$ cat src/rtl/sd_spi_card_responder_if.sv
// SD SPI-mode card link: host serial pins plus the card's block-RAM read port and status.
// "master" is the host/RAM side and "slave" is the card responder.
interface sd_spi_card_responder_if;
  logic        cs;
  logic        spi_clk;
  logic        mosi;
  logic        miso;
  logic        mem_req;
  logic [31:0] mem_block;
  logic [8:0]  mem_offset;
  logic [7:0]  mem_data;
  logic        card_ready;
  logic        cmd_strobe;
  logic [5:0]  cmd_index;

  modport master (
    output cs, spi_clk, mosi, mem_data,
    input  miso, mem_req, mem_block, mem_offset, card_ready, cmd_strobe, cmd_index
  );

  modport slave (
    input  cs, spi_clk, mosi, mem_data,
    output miso, mem_req, mem_block, mem_offset, card_ready, cmd_strobe, cmd_index
  );
endinterface

$ cat src/rtl/sd_spi_card_responder.sv
// SD SPI-mode card responder: decodes 6-byte commands and answers with R1/R3/R7 and CMD17 block reads.
// The next byte is chosen at the 8th rise of the current byte; RAM bytes are prefetched one byte ahead.
module sd_spi_card_responder #(
  parameter int ACMD41_POLLS = 2,
  parameter int NCR_BYTES    = 1,
  parameter int NAC_BYTES    = 2
) (
  input  logic                       clk,
  input  logic                       rst_n,
  sd_spi_card_responder_if.slave     bus
);

  typedef enum logic [2:0] {LISTEN, RX_CMD, NCR, RESP, NAC, TOKEN, DATA, CRC} state_t;

  function automatic logic [6:0] crc7_40(input logic [39:0] d);
    logic [6:0] c;
    logic       fb;
    c = '0;
    for (int i = 39; i >= 0; i--) begin
      fb = c[6] ^ d[i];
      c  = {c[5:0], 1'b0} ^ (fb ? 7'h09 : 7'h00);
    end
    return c;
  endfunction

  function automatic logic [15:0] crc16_byte(input logic [15:0] crc, input logic [7:0] d);
    logic [15:0] c;
    logic        fb;
    c = crc;
    for (int i = 7; i >= 0; i--) begin
      fb = c[15] ^ d[i];
      c  = {c[14:0], 1'b0} ^ (fb ? 16'h1021 : 16'h0000);
    end
    return c;
  endfunction

  logic [1:0]  sclk_sync, mosi_sync;
  logic        sclk_d;
  logic        rise, fall;
  logic [2:0]  bit_cnt;
  logic [7:0]  rx_shift, rx_byte, tx_reg;
  state_t      state;
  logic [7:0]  cnt;
  logic [2:0]  frame_cnt;
  logic [5:0]  idx_reg;
  logic [31:0] arg_reg;
  logic [39:0] resp_buf;
  logic [2:0]  resp_left;
  logic        data_phase;
  logic        idle, app_cmd;
  logic [7:0]  poll_cnt;
  logic [8:0]  dcnt;
  logic [15:0] crc16;
  logic [7:0]  data_buf;
  logic        req_d;

  logic        crc_bad, n_idle, n_ready, n_app, n_data;
  logic [7:0]  n_poll, r1;
  logic [39:0] n_resp;
  logic [2:0]  n_len;

  assign rise    = sclk_sync[1] & ~sclk_d;
  assign fall    = ~sclk_sync[1] & sclk_d;
  assign rx_byte = {rx_shift[6:0], mosi_sync[1]};

  // Decode of the frame being completed; rx_byte holds the CRC byte at that moment.
  always_comb begin
    r1      = {7'b0, idle};
    crc_bad = ((idx_reg == 6'd0) || (idx_reg == 6'd8)) &&
              (crc7_40({2'b01, idx_reg, arg_reg}) != rx_byte[7:1]);
    n_idle  = idle;
    n_ready = bus.card_ready;
    n_poll  = poll_cnt;
    n_app   = 1'b0;
    n_data  = 1'b0;
    n_len   = 3'd1;
    n_resp  = {r1 | 8'h04, 32'h0};
    if (crc_bad) begin
      n_app  = app_cmd;
      n_resp = {(idle ? 8'h09 : 8'h08), 32'h0};
    end else begin
      case (idx_reg)
        6'd0: begin
          n_idle  = 1'b1;
          n_ready = 1'b0;
          n_poll  = 8'd0;
          n_resp  = {8'h01, 32'h0};
        end
        6'd8: if (arg_reg[11:8] == 4'd1) begin
          n_resp = {r1, 16'h0000, 8'h01, arg_reg[7:0]};
          n_len  = 3'd5;
        end
        6'd55: begin
          n_resp = {r1, 32'h0};
          n_app  = 1'b1;
        end
        6'd41: if (app_cmd) begin
          if (poll_cnt < 8'(ACMD41_POLLS)) begin
            n_resp = {8'h01, 32'h0};
            n_poll = poll_cnt + 8'd1;
          end else begin
            n_idle  = 1'b0;
            n_ready = 1'b1;
            n_resp  = {8'h00, 32'h0};
          end
        end
        6'd58: begin
          n_resp = {r1, (idle ? 32'h40FF8000 : 32'hC0FF8000)};
          n_len  = 3'd5;
        end
        6'd17: begin
          n_resp = {(idle ? 8'h05 : 8'h00), 32'h0};
          n_data = ~idle;
        end
        default: ;
      endcase
    end
  end

  always_ff @(posedge clk or negedge rst_n) begin
    if (!rst_n) begin
      sclk_sync      <= '0;
      mosi_sync      <= '1;
      sclk_d         <= 1'b0;
      bit_cnt        <= '0;
      rx_shift       <= '0;
      tx_reg         <= 8'hFF;
      state          <= LISTEN;
      cnt            <= '0;
      frame_cnt      <= '0;
      idx_reg        <= '0;
      arg_reg        <= '0;
      resp_buf       <= '0;
      resp_left      <= '0;
      data_phase     <= 1'b0;
      idle           <= 1'b1;
      app_cmd        <= 1'b0;
      poll_cnt       <= '0;
      dcnt           <= '0;
      crc16          <= '0;
      data_buf       <= '0;
      req_d          <= 1'b0;
      bus.miso       <= 1'b1;
      bus.mem_req    <= 1'b0;
      bus.mem_block  <= '0;
      bus.mem_offset <= '0;
      bus.card_ready <= 1'b0;
      bus.cmd_strobe <= 1'b0;
      bus.cmd_index  <= '0;
    end else begin
      sclk_sync      <= {sclk_sync[0], bus.spi_clk};
      mosi_sync      <= {mosi_sync[0], bus.mosi};
      sclk_d         <= sclk_sync[1];
      bus.mem_req    <= 1'b0;
      bus.cmd_strobe <= 1'b0;
      req_d          <= bus.mem_req;
      if (req_d)
        data_buf <= bus.mem_data;

      if (bus.cs) begin
        bit_cnt  <= '0;
        state    <= LISTEN;
        tx_reg   <= 8'hFF;
        bus.miso <= 1'b1;
      end else if (fall) begin
        bus.miso <= tx_reg[7];
        tx_reg   <= {tx_reg[6:0], 1'b1};
      end else if (rise) begin
        rx_shift <= rx_byte;
        bit_cnt  <= bit_cnt + 3'd1;
        if (bit_cnt == 3'd7) begin
          tx_reg <= 8'hFF;
          case (state)
            LISTEN: if (rx_byte[7:6] == 2'b01) begin
              idx_reg   <= rx_byte[5:0];
              frame_cnt <= 3'd1;
              state     <= RX_CMD;
            end
            RX_CMD: if (frame_cnt != 3'd5) begin
              arg_reg   <= {arg_reg[23:0], rx_byte};
              frame_cnt <= frame_cnt + 3'd1;
            end else begin
              bus.cmd_strobe <= 1'b1;
              bus.cmd_index  <= idx_reg;
              bus.card_ready <= n_ready;
              idle           <= n_idle;
              poll_cnt       <= n_poll;
              app_cmd        <= n_app;
              resp_buf       <= n_resp;
              resp_left      <= n_len;
              data_phase     <= n_data;
              if (n_data)
                bus.mem_block <= arg_reg;
              cnt   <= 8'(NCR_BYTES - 1);
              state <= NCR;
            end
            NCR: if (cnt == 8'd0) begin
              tx_reg    <= resp_buf[39:32];
              resp_buf  <= {resp_buf[31:0], 8'hFF};
              resp_left <= resp_left - 3'd1;
              state     <= RESP;
            end else begin
              cnt <= cnt - 8'd1;
            end
            RESP: if (resp_left != 3'd0) begin
              tx_reg    <= resp_buf[39:32];
              resp_buf  <= {resp_buf[31:0], 8'hFF};
              resp_left <= resp_left - 3'd1;
            end else if (data_phase) begin
              cnt   <= 8'(NAC_BYTES - 1);
              state <= NAC;
            end else begin
              state <= LISTEN;
            end
            // The first RAM fetch leaves with the token so byte 0 is ready one byte later.
            NAC: if (cnt == 8'd0) begin
              tx_reg         <= 8'hFE;
              crc16          <= 16'h0000;
              bus.mem_req    <= 1'b1;
              bus.mem_offset <= 9'd0;
              state          <= TOKEN;
            end else begin
              cnt <= cnt - 8'd1;
            end
            TOKEN: begin
              tx_reg         <= data_buf;
              crc16          <= crc16_byte(crc16, data_buf);
              bus.mem_req    <= 1'b1;
              bus.mem_offset <= bus.mem_offset + 9'd1;
              dcnt           <= 9'd0;
              state          <= DATA;
            end
            DATA: if (dcnt == 9'd511) begin
              tx_reg <= crc16[15:8];
              cnt    <= 8'd0;
              state  <= CRC;
            end else begin
              tx_reg <= data_buf;
              crc16  <= crc16_byte(crc16, data_buf);
              dcnt   <= dcnt + 9'd1;
              if (dcnt != 9'd510) begin
                bus.mem_req    <= 1'b1;
                bus.mem_offset <= bus.mem_offset + 9'd1;
              end
            end
            CRC: if (cnt == 8'd0) begin
              tx_reg <= crc16[7:0];
              cnt    <= 8'd1;
            end else begin
              state <= LISTEN;
            end
            default: state <= LISTEN;
          endcase
        end
      end
    end
  end

endmodule

$ cat src/flat_wrapper.sv
// flat-port wrapper written by rule: the top's interface ports become plain ports
module sd_spi_card_responder_flat 
#(
  parameter int ACMD41_POLLS = 2,
  parameter int NCR_BYTES    = 1,
  parameter int NAC_BYTES    = 2
)
  (clk, rst_n, bus_cs, bus_spi_clk, bus_mosi, bus_mem_data, bus_miso, bus_mem_req, bus_mem_block, bus_mem_offset, bus_card_ready, bus_cmd_strobe, bus_cmd_index);
  sd_spi_card_responder_if bus_i ();
  input  logic clk;
  input  logic rst_n;
  input wire logic [$bits(bus_i.cs)-1:0] bus_cs;
  input wire logic [$bits(bus_i.spi_clk)-1:0] bus_spi_clk;
  input wire logic [$bits(bus_i.mosi)-1:0] bus_mosi;
  input wire logic [$bits(bus_i.mem_data)-1:0] bus_mem_data;
  output wire logic [$bits(bus_i.miso)-1:0] bus_miso;
  output wire logic [$bits(bus_i.mem_req)-1:0] bus_mem_req;
  output wire logic [$bits(bus_i.mem_block)-1:0] bus_mem_block;
  output wire logic [$bits(bus_i.mem_offset)-1:0] bus_mem_offset;
  output wire logic [$bits(bus_i.card_ready)-1:0] bus_card_ready;
  output wire logic [$bits(bus_i.cmd_strobe)-1:0] bus_cmd_strobe;
  output wire logic [$bits(bus_i.cmd_index)-1:0] bus_cmd_index;
  assign bus_i.cs = bus_cs;
  assign bus_i.spi_clk = bus_spi_clk;
  assign bus_i.mosi = bus_mosi;
  assign bus_i.mem_data = bus_mem_data;
  assign bus_miso = bus_i.miso;
  assign bus_mem_req = bus_i.mem_req;
  assign bus_mem_block = bus_i.mem_block;
  assign bus_mem_offset = bus_i.mem_offset;
  assign bus_card_ready = bus_i.card_ready;
  assign bus_cmd_strobe = bus_i.cmd_strobe;
  assign bus_cmd_index = bus_i.cmd_index;
  sd_spi_card_responder #(.ACMD41_POLLS(ACMD41_POLLS), .NCR_BYTES(NCR_BYTES), .NAC_BYTES(NAC_BYTES)) u_core (.clk(clk), .rst_n(rst_n), .bus(bus_i));
endmodule
$ cat config.mk
export PLATFORM = sky130hd
export DESIGN_NAME = sd_spi_card_responder_flat
export DESIGN_NICKNAME = d
export VERILOG_FILES = /design/src/rtl/sd_spi_card_responder_if.sv /design/src/rtl/sd_spi_card_responder.sv /design/src/flat_wrapper.sv
export SDC_FILE = /design/constraint.sdc
export NUM_CORES = 1
export LEC_CHECK = 0
export BUFFER_PORTS_ARGS = -buffer_cell sky130_fd_sc_hd__buf_2
export CAP_MARGIN = 5
export CORE_UTILIZATION = 60
export DETAILED_ROUTE_END_ITERATION = 8
export GPL_TIMING_DRIVEN = 0
export PLACE_DENSITY = 0.83
export SYNTH_ARGS = -nofsm -noshare
export SYNTH_HDL_FRONTEND = slang
export SYNTH_SLANG_ARGS = --single-unit
$ cat constraint.sdc
create_clock -name clk -period 3.5 [get_ports clk]
set_input_delay 0.35 -clock clk [delete_from_list [all_inputs] [get_ports clk]]
set_output_delay 0.35 -clock clk [all_outputs]
set_load 0.01 [all_outputs]
==> flow_metrics.tcl, run 1 <==
set metrics [dict create \
    status "finished clean" \
    dr.pass1.iters 6 \
    final.setup.tns_ps 0 \
    cts_root_buf "clkbuf_16" \
    clk_pin_slew_ps 60 \
    synth.distinct_cells 64 \
    report.final.slew_viol_count 0 \
    grt_pass1_wl_um 37100 \
    clock_sinks 214 \
    rsz0062_at_grt "false" \
    dieHeight_um 135 \
    path_max_fanout 10 \
    die-area_um2 18200 \
    fmax_mhz 297 \
    ys_warn_count 0 \
    peakVddDrop_v 0.000410 \
    post_layout_nonfiller_instances 1312 \
    start_util_pct 61.4 \
    viasPerCell 5.80 \
    met2_usage_pct 44.0 \
    yosysSeqAreaShare_pct 50.5 \
    cts.path.max_buffers 3 \
    num_antenna_cells 0 \
    p_leak_nw 5.77 \
    ys_seq_elements 214 \
    nets 1103 \
    htree_levels 1 \
    holdWs_ps 68.8 \
    synthFlopType "dfrtp_1" \
    end_kind "flip-flop" \
    criticalPathCategory "reg2reg" \
    met1_usage_pct 33.9 \
    ios 64 \
    met3_usage_pct 3.38 \
    first_iter_violations 565 \
    core_um2 17300 \
    post-route-min-period_ps 3370 \
    hold_viol_final 0 \
    synth_nets 1004 \
    worstPathArrival_ps 3760 \
    largest_reg_flops 40 \
    detail-route-antenna-nets 0 \
    holdCritPathClass "in2reg" \
    slew_headroom_pct 36.8 \
    overflow 0 \
    drc 0 \
    avgSynthCellArea_um2 10.9 \
    place.gp.congestion 0.854 \
    drive_gt1_share_pct 21.1 \
    dp_hpwl_um 15400 \
    multi_input_area_um2 5010 \
    track_usage_pct 25.7 \
    area_growth_pct 13.5 \
    power.density_nw_per_um2 436 \
    startpoint_type "flip-flop" \
    reg2regPathDepth 11 \
    rows 48 \
    clock_skew_ps 15.5 \
    port_buffers 62 \
    grt_max_degree 109 \
    critPathRequiredTime_ps 3900 \
    numCtsBuffers 23 \
    top_usage_layer "met2" \
    die_x_um 135 \
    insertion_delay_ps 510 \
    period_share_pct 96.3 \
    netlist_area_um2 10600 \
    final-seq-area_um2 5370 \
    power.total_w 0.00526 \
    drv_cap 0 \
    antenna_found_initial 0 \
    routedWlPerCell_um 17.3 \
    final-setup-viol-count 0 \
    dp_cells 1262 \
    routed_wl_um 22700 \
    vias 7616 \
    syn_inst 974 \
    hold_depth 2 \
    nFillCells 1201 \
    cts_tree "done" \
    grt_pass1_vias 7422 \
    worst_slew_pin_slew_ps 940 \
    synthArstFlopShare_pct 100 \
    synth-edff-count 0 \
]
-- power breakdown --
part	internal, W	switching (W)	total (W)
registers	0.00254	0.0000789	0.00262
clock network	0.00130	0.000958	0.00226
logic	0.000175	0.000204	0.000378
total	0.00402	0.00124	0.00526
-- cell usage in the layout (no fill, tap or decap), types with 39 or more instances in the layout --
cell type / netlist / layout
clkbuf_1: 44 / 50
o21ai_0: 53 / 53
buf_2: 3 / 64
a21oi_1: 46 / 46
dfrtp_1: 202 / 201
nor2_1: 59 / 59
mux2_2: 87 / 87
nand2_1: 130 / 130
xnor2_1: 49 / 49
nand3_1: 39 / 39
-- final cells by class --
type	count	share of cell area (%)
plain buffers	52	1.77
inverters	17	0.529
clock buffers	30	5.07
multi-input cells	691	41.5
clock inverters	9	0.602
flip-flops and latches	214	44.5
well taps	225	2.33
repair buffers	74	3.63
-- cells by family (layout without fill, tap and decap cells) --
logic type	count (synthesis)	count (layout)	synth area share [%]
and+or+nand+nor	317	317	13.7
DFF	214	214	50.5
AOI/OAI and AO/OA	169	169	10.1
muxes	95	95	10.1
xor gates and xnor gates	93	93	10.9
buffers and inverters	69	182	2.61
adders and majority gates	17	17	2.00
-- per-layer routing --
| metal | part of all wire [%] | vias to the layer above |
|---|---|---|
| met5 | 0 | - |
| met3 | 4.2 | 43 |
| met2 | 50 | 189 |
| met1 | 44 | 3773 |
| li1 | - | 3611 |
| met4 | 2.5 | 0 |
-- timing repair --
| action | CTS | global route |
|---|---|---|
| hold buffers | 3 | 0 |
| pin swaps | 2 | 4 |
| resized for setup | 0 | 5 |
| setup buffers | 3 | 5 |
| endpoints found under the hold margin | 108 | 0 |
| endpoints found under the setup margin | 10 | 52 |
| gates cloned | 0 | 0 |
-- worst max-delay path, stage by stage, from the launching register on --
cell and delay, ps:
dfrtp_1 370, buf_4 190, xor2_4 260, xnor3_1 490, xnor3_2 270, xnor3_1 450, and3_1 240, o221ai_4 240
o21bai_4 110, buf_4 150, and2_1 140, o41a_1 350
-- synthesized netlist by cell type, drive strengths merged, types with 19 or more instances --
library cell	count	share of area (%)
clkbuf	44	1.6
mux2	89	9.4
nand2	130	4.6
xnor2	51	4.3
nand3	39	1.8
xor2	20	1.8
nor3	33	1.6
o21ai	54	2.5
o31ai	20	1.4
nor2	59	2.1
dfrtp	202	48
xnor3	19	4.1
a21oi	46	2.2
-- worst paths after layout --
kind / from / to / slack [ps]
worst max-delay path: u_core.idx_reg[3]$_DFFE_PN0P_ / u_core.resp_buf[32]$_DFFE_PN0P_ / 130
worst min register to register: u_core.sclk_sync[0]$_DFF_PN0_ / u_core.sclk_sync[1]$_DFF_PN0_ / 350
min in group asynchronous: rst_n / u_core.cnt[5]$_DFFE_PN0P_ / 500
max in group asynchronous: rst_n / u_core.resp_buf[0]$_DFFE_PN0P_ / 1970
worst max register to register: u_core.idx_reg[3]$_DFFE_PN0P_ / u_core.resp_buf[32]$_DFFE_PN0P_ / 130
worst min-delay path: bus_mem_data[6] / u_core.data_buf[6]$_DFFE_PN0P_ / 70
-- metrics by stage --
step	instance area [µm²]	worst slack (ps)	utilization, %
6_report	12100	131	69.7
3_5_place_dp	11300	-35.3	65.1
3_3_place_gp	11200	-1440	64.9
5_1_grt	12100	0.898	69.7
2_1_floorplan	10600	385	-
4_1_cts	12000	-15.4	69.3
Note: power is estimated with default switching activity, not from simulation.
==> inputs of run 2 (changes only) <==
--- a/config.mk
+++ b/config.mk
@@ -7,10 +7,13 @@
 export LEC_CHECK = 0
 export BUFFER_PORTS_ARGS = -buffer_cell sky130_fd_sc_hd__buf_2
 export CAP_MARGIN = 5
-export CORE_UTILIZATION = 60
+export CELL_PAD_IN_SITES_DETAIL_PLACEMENT = 1
+export CELL_PAD_IN_SITES_GLOBAL_PLACEMENT = 2
+export CORE_UTILIZATION = 41
 export DETAILED_ROUTE_END_ITERATION = 8
+export GPL_ROUTABILITY_DRIVEN = 0
 export GPL_TIMING_DRIVEN = 0
-export PLACE_DENSITY = 0.83
+export PLACE_DENSITY = 0.84
 export SYNTH_ARGS = -nofsm -noshare
 export SYNTH_HDL_FRONTEND = slang
 export SYNTH_SLANG_ARGS = --single-unit
==> flow_metrics.tcl, run 2 (synthesized netlist as in run 1, its figures left out) <==
set metrics [dict create \
    criticalPathCategory "reg2reg" \
    grt_pass1_vias 8179 \
    swShare_pct 22.9 \
    end_kind "flip-flop" \
    critPathRequiredTime_ps 3900 \
    drv_cap 0 \
    area_growth_pct 17.2 \
    hold_depth 2 \
    critPathSlowestCell "xnor3_2" \
    track_usage_pct 20.7 \
    rr_endpoint "u_core.resp_buf[32]$_DFFE_PN0P_" \
    num_antenna_cells 0 \
    worst_slew_pin_slew_ps 1010 \
    clock_skew_ps 10.5 \
    internal-power_w 0.00447 \
    pwr-share-comb_pct 6.8 \
    clock_sinks 214 \
    final-setup-viol-count 0 \
    p_leak_nw 5.89 \
    rows 58 \
    cts_tree "done" \
    dpl_worst_slack_ps -82.6 \
    drc 0 \
    grt_max_degree 90 \
    reg2regPathDepth 10 \
    viasPerCell 5.37 \
    drive_gt1_share_pct 21.8 \
    clk_pin_slew_ps 60 \
    routed_wl_um 26300 \
    startpoint_type "flip-flop" \
    min_to "u_core.data_buf[4]$_DFFE_PN0P_" \
    largest_reg_flops 40 \
    start_util_pct 42.0 \
    die-area_um2 26600 \
    path_cells "buf_4 > xnor2_1 > xnor2_2 > xnor3_2 > xor2_4 > xnor3_1 > mux2i_4 > o21bai_2 > and2_1 > o41a_1" \
    post-route-min-period_ps 3430 \
    report.final.slew_viol_count 0 \
    hold_viol_final 0 \
    reg2reg_from "u_core.idx_reg[3]$_DFFE_PN0P_" \
    mostFrequentLayoutCell "dfrtp_1" \
    antenna_found_initial 0 \
    dieHeight_um 163 \
    peakVddDrop_v 0.000391 \
    nFillCells 2745 \
    insertion_delay_ps 530 \
    path_max_fanout 10 \
    numCtsBuffers 24 \
    overflow 0 \
    first_iter_violations 350 \
    power.density_nw_per_um2 465 \
    detail-route-antenna-nets 0 \
    cts.path.max_buffers 3 \
    seqPwrFrac_pct 45.3 \
    finalWorstSetupSlack_ps 74.4 \
    p_clk_share_pct 48.0 \
    ios 64 \
    critPathMaxStageDelay_ps 560 \
    fmax_mhz 292 \
    rrSetupSlack_ps 70 \
    slew_headroom_pct 32.0 \
    routedWlPerCell_um 18.5 \
    grt_pass1_wl_um 43900 \
    die_x_um 163 \
    vias 7648 \
    switchingPower_w 0.00132 \
    holdCritPathClass "in2reg" \
    cts_root_buf "clkbuf_16" \
    htree_levels 1 \
    core_um2 25300 \
    dr.pass1.iters 5 \
    min_from "bus_mem_data[4]" \
    final_cell_mix "dfrtp_1 (202), nand2_1 (130), mux2_2 (87)" \
    period_share_pct 97.9 \
    worstPathArrival_ps 3830 \
    nets 1106 \
    power.total_w 0.00579 \
    port_buffers 62 \
    dp_hpwl_um 18200 \
    status "finished clean" \
]
run 2: critical path, delay by kind of cell (launching register included):
kind	cells	cell delay, ps
and+or+nand+nor	1	180
muxes	1	420
buffers and inverters	1	180
DFF	1	360
AOI/OAI and AO/OA	2	540
xor gates and xnor gates	5	1610
run 2: layout make-up:
type / instances / area (µm²) / share of cell area [%]
flip-flops and latches: 214 / 5370 / 43.1
multi-input cells: 692 / 5030 / 40.4
clock buffers: 38 / 743 / 5.97
repair buffers: 75 / 478 / 3.84
well taps: 330 / 413 / 3.32
plain buffers: 52 / 216 / 1.74
clock inverters: 6 / 141 / 1.14
inverters: 17 / 63.8 / 0.512
run 2: power groups by stage:
| stage | sequential (W) | combinational [W] | clock (W) |
|---|---|---|---|
| 6_report | 0.00262 | 0.000392 | 0.00278 |
| 4_1_cts | 0.00262 | 0.000381 | 0.00285 |
| 3_5_place_dp | 0.00267 | 0.000376 | 0 |
| 3_3_place_gp | 0.00266 | 0.000351 | 0 |
| 5_1_grt | 0.00263 | 0.000433 | 0.00293 |
| 2_1_floorplan | 0.00263 | 0.000258 | 0 |
run 2: timing repair:
action,in CTS,in global routing
resized for setup,1,6
setup buffers,1,7
hold buffers,3,0
pin swaps,1,2
setup endpoints to repair,38,10
gates cloned,0,1
hold endpoints to repair,50,0
run 2: worst max-delay path by stage:
| stage | startpoint | to | slack, ps | cells after the start |
|---|---|---|---|---|
| global route | u_core.idx_reg[3]$_DFFE_PN0P_ | u_core.resp_buf[32]$_DFFE_PN0P_ | -40 | 10 |
| finish | u_core.idx_reg[3]$_DFFE_PN0P_ | u_core.resp_buf[32]$_DFFE_PN0P_ | 70 | 10 |
| global placement | rst_n | u_core.resp_buf[12]$_DFFE_PN0P_ | -1740 | 1 |
| floorplan | u_core.idx_reg[0]$_DFFE_PN0P_ | u_core.resp_buf[32]$_DFFE_PN0P_ | 380 | 10 |
| CTS | u_core.idx_reg[0]$_DFFE_PN0P_ | u_core.resp_buf[32]$_DFFE_PN0P_ | 20 | 10 |
| detailed placement | u_core.bit_cnt[0]$_DFFE_PN0P_ | u_core.bus.mem_block[10]$_DFFE_PN0P_ | -80 | 10 |
run 2: per-layer routing:
layer  share of wire [%]  wire [µm]  vias up  GRT usage [%]
met1                  45      11900     3877           27.1
met3                 2.4        641       29           2.60
met4                 1.9        510        0           4.80
met2                  51      13300       97           36.3
li1                    -          -     3645              -
met5                   0          0        -              0
run 2: stage by stage:
step                hold slack (ps)  setup TNS [ps]  cell area [µm²]  cells  util (%)
global placement                335         -351670            11300   1366      44.8
finish                         58.1               0            12500   1424      49.2
CTS                            40.7               0            12400   1416      48.8
floorplan                      54.4               0            10600    974         -
detailed placement              287           -2210            11400   1368      45.1
global route                   47.8           -67.8            12500   1424      49.2
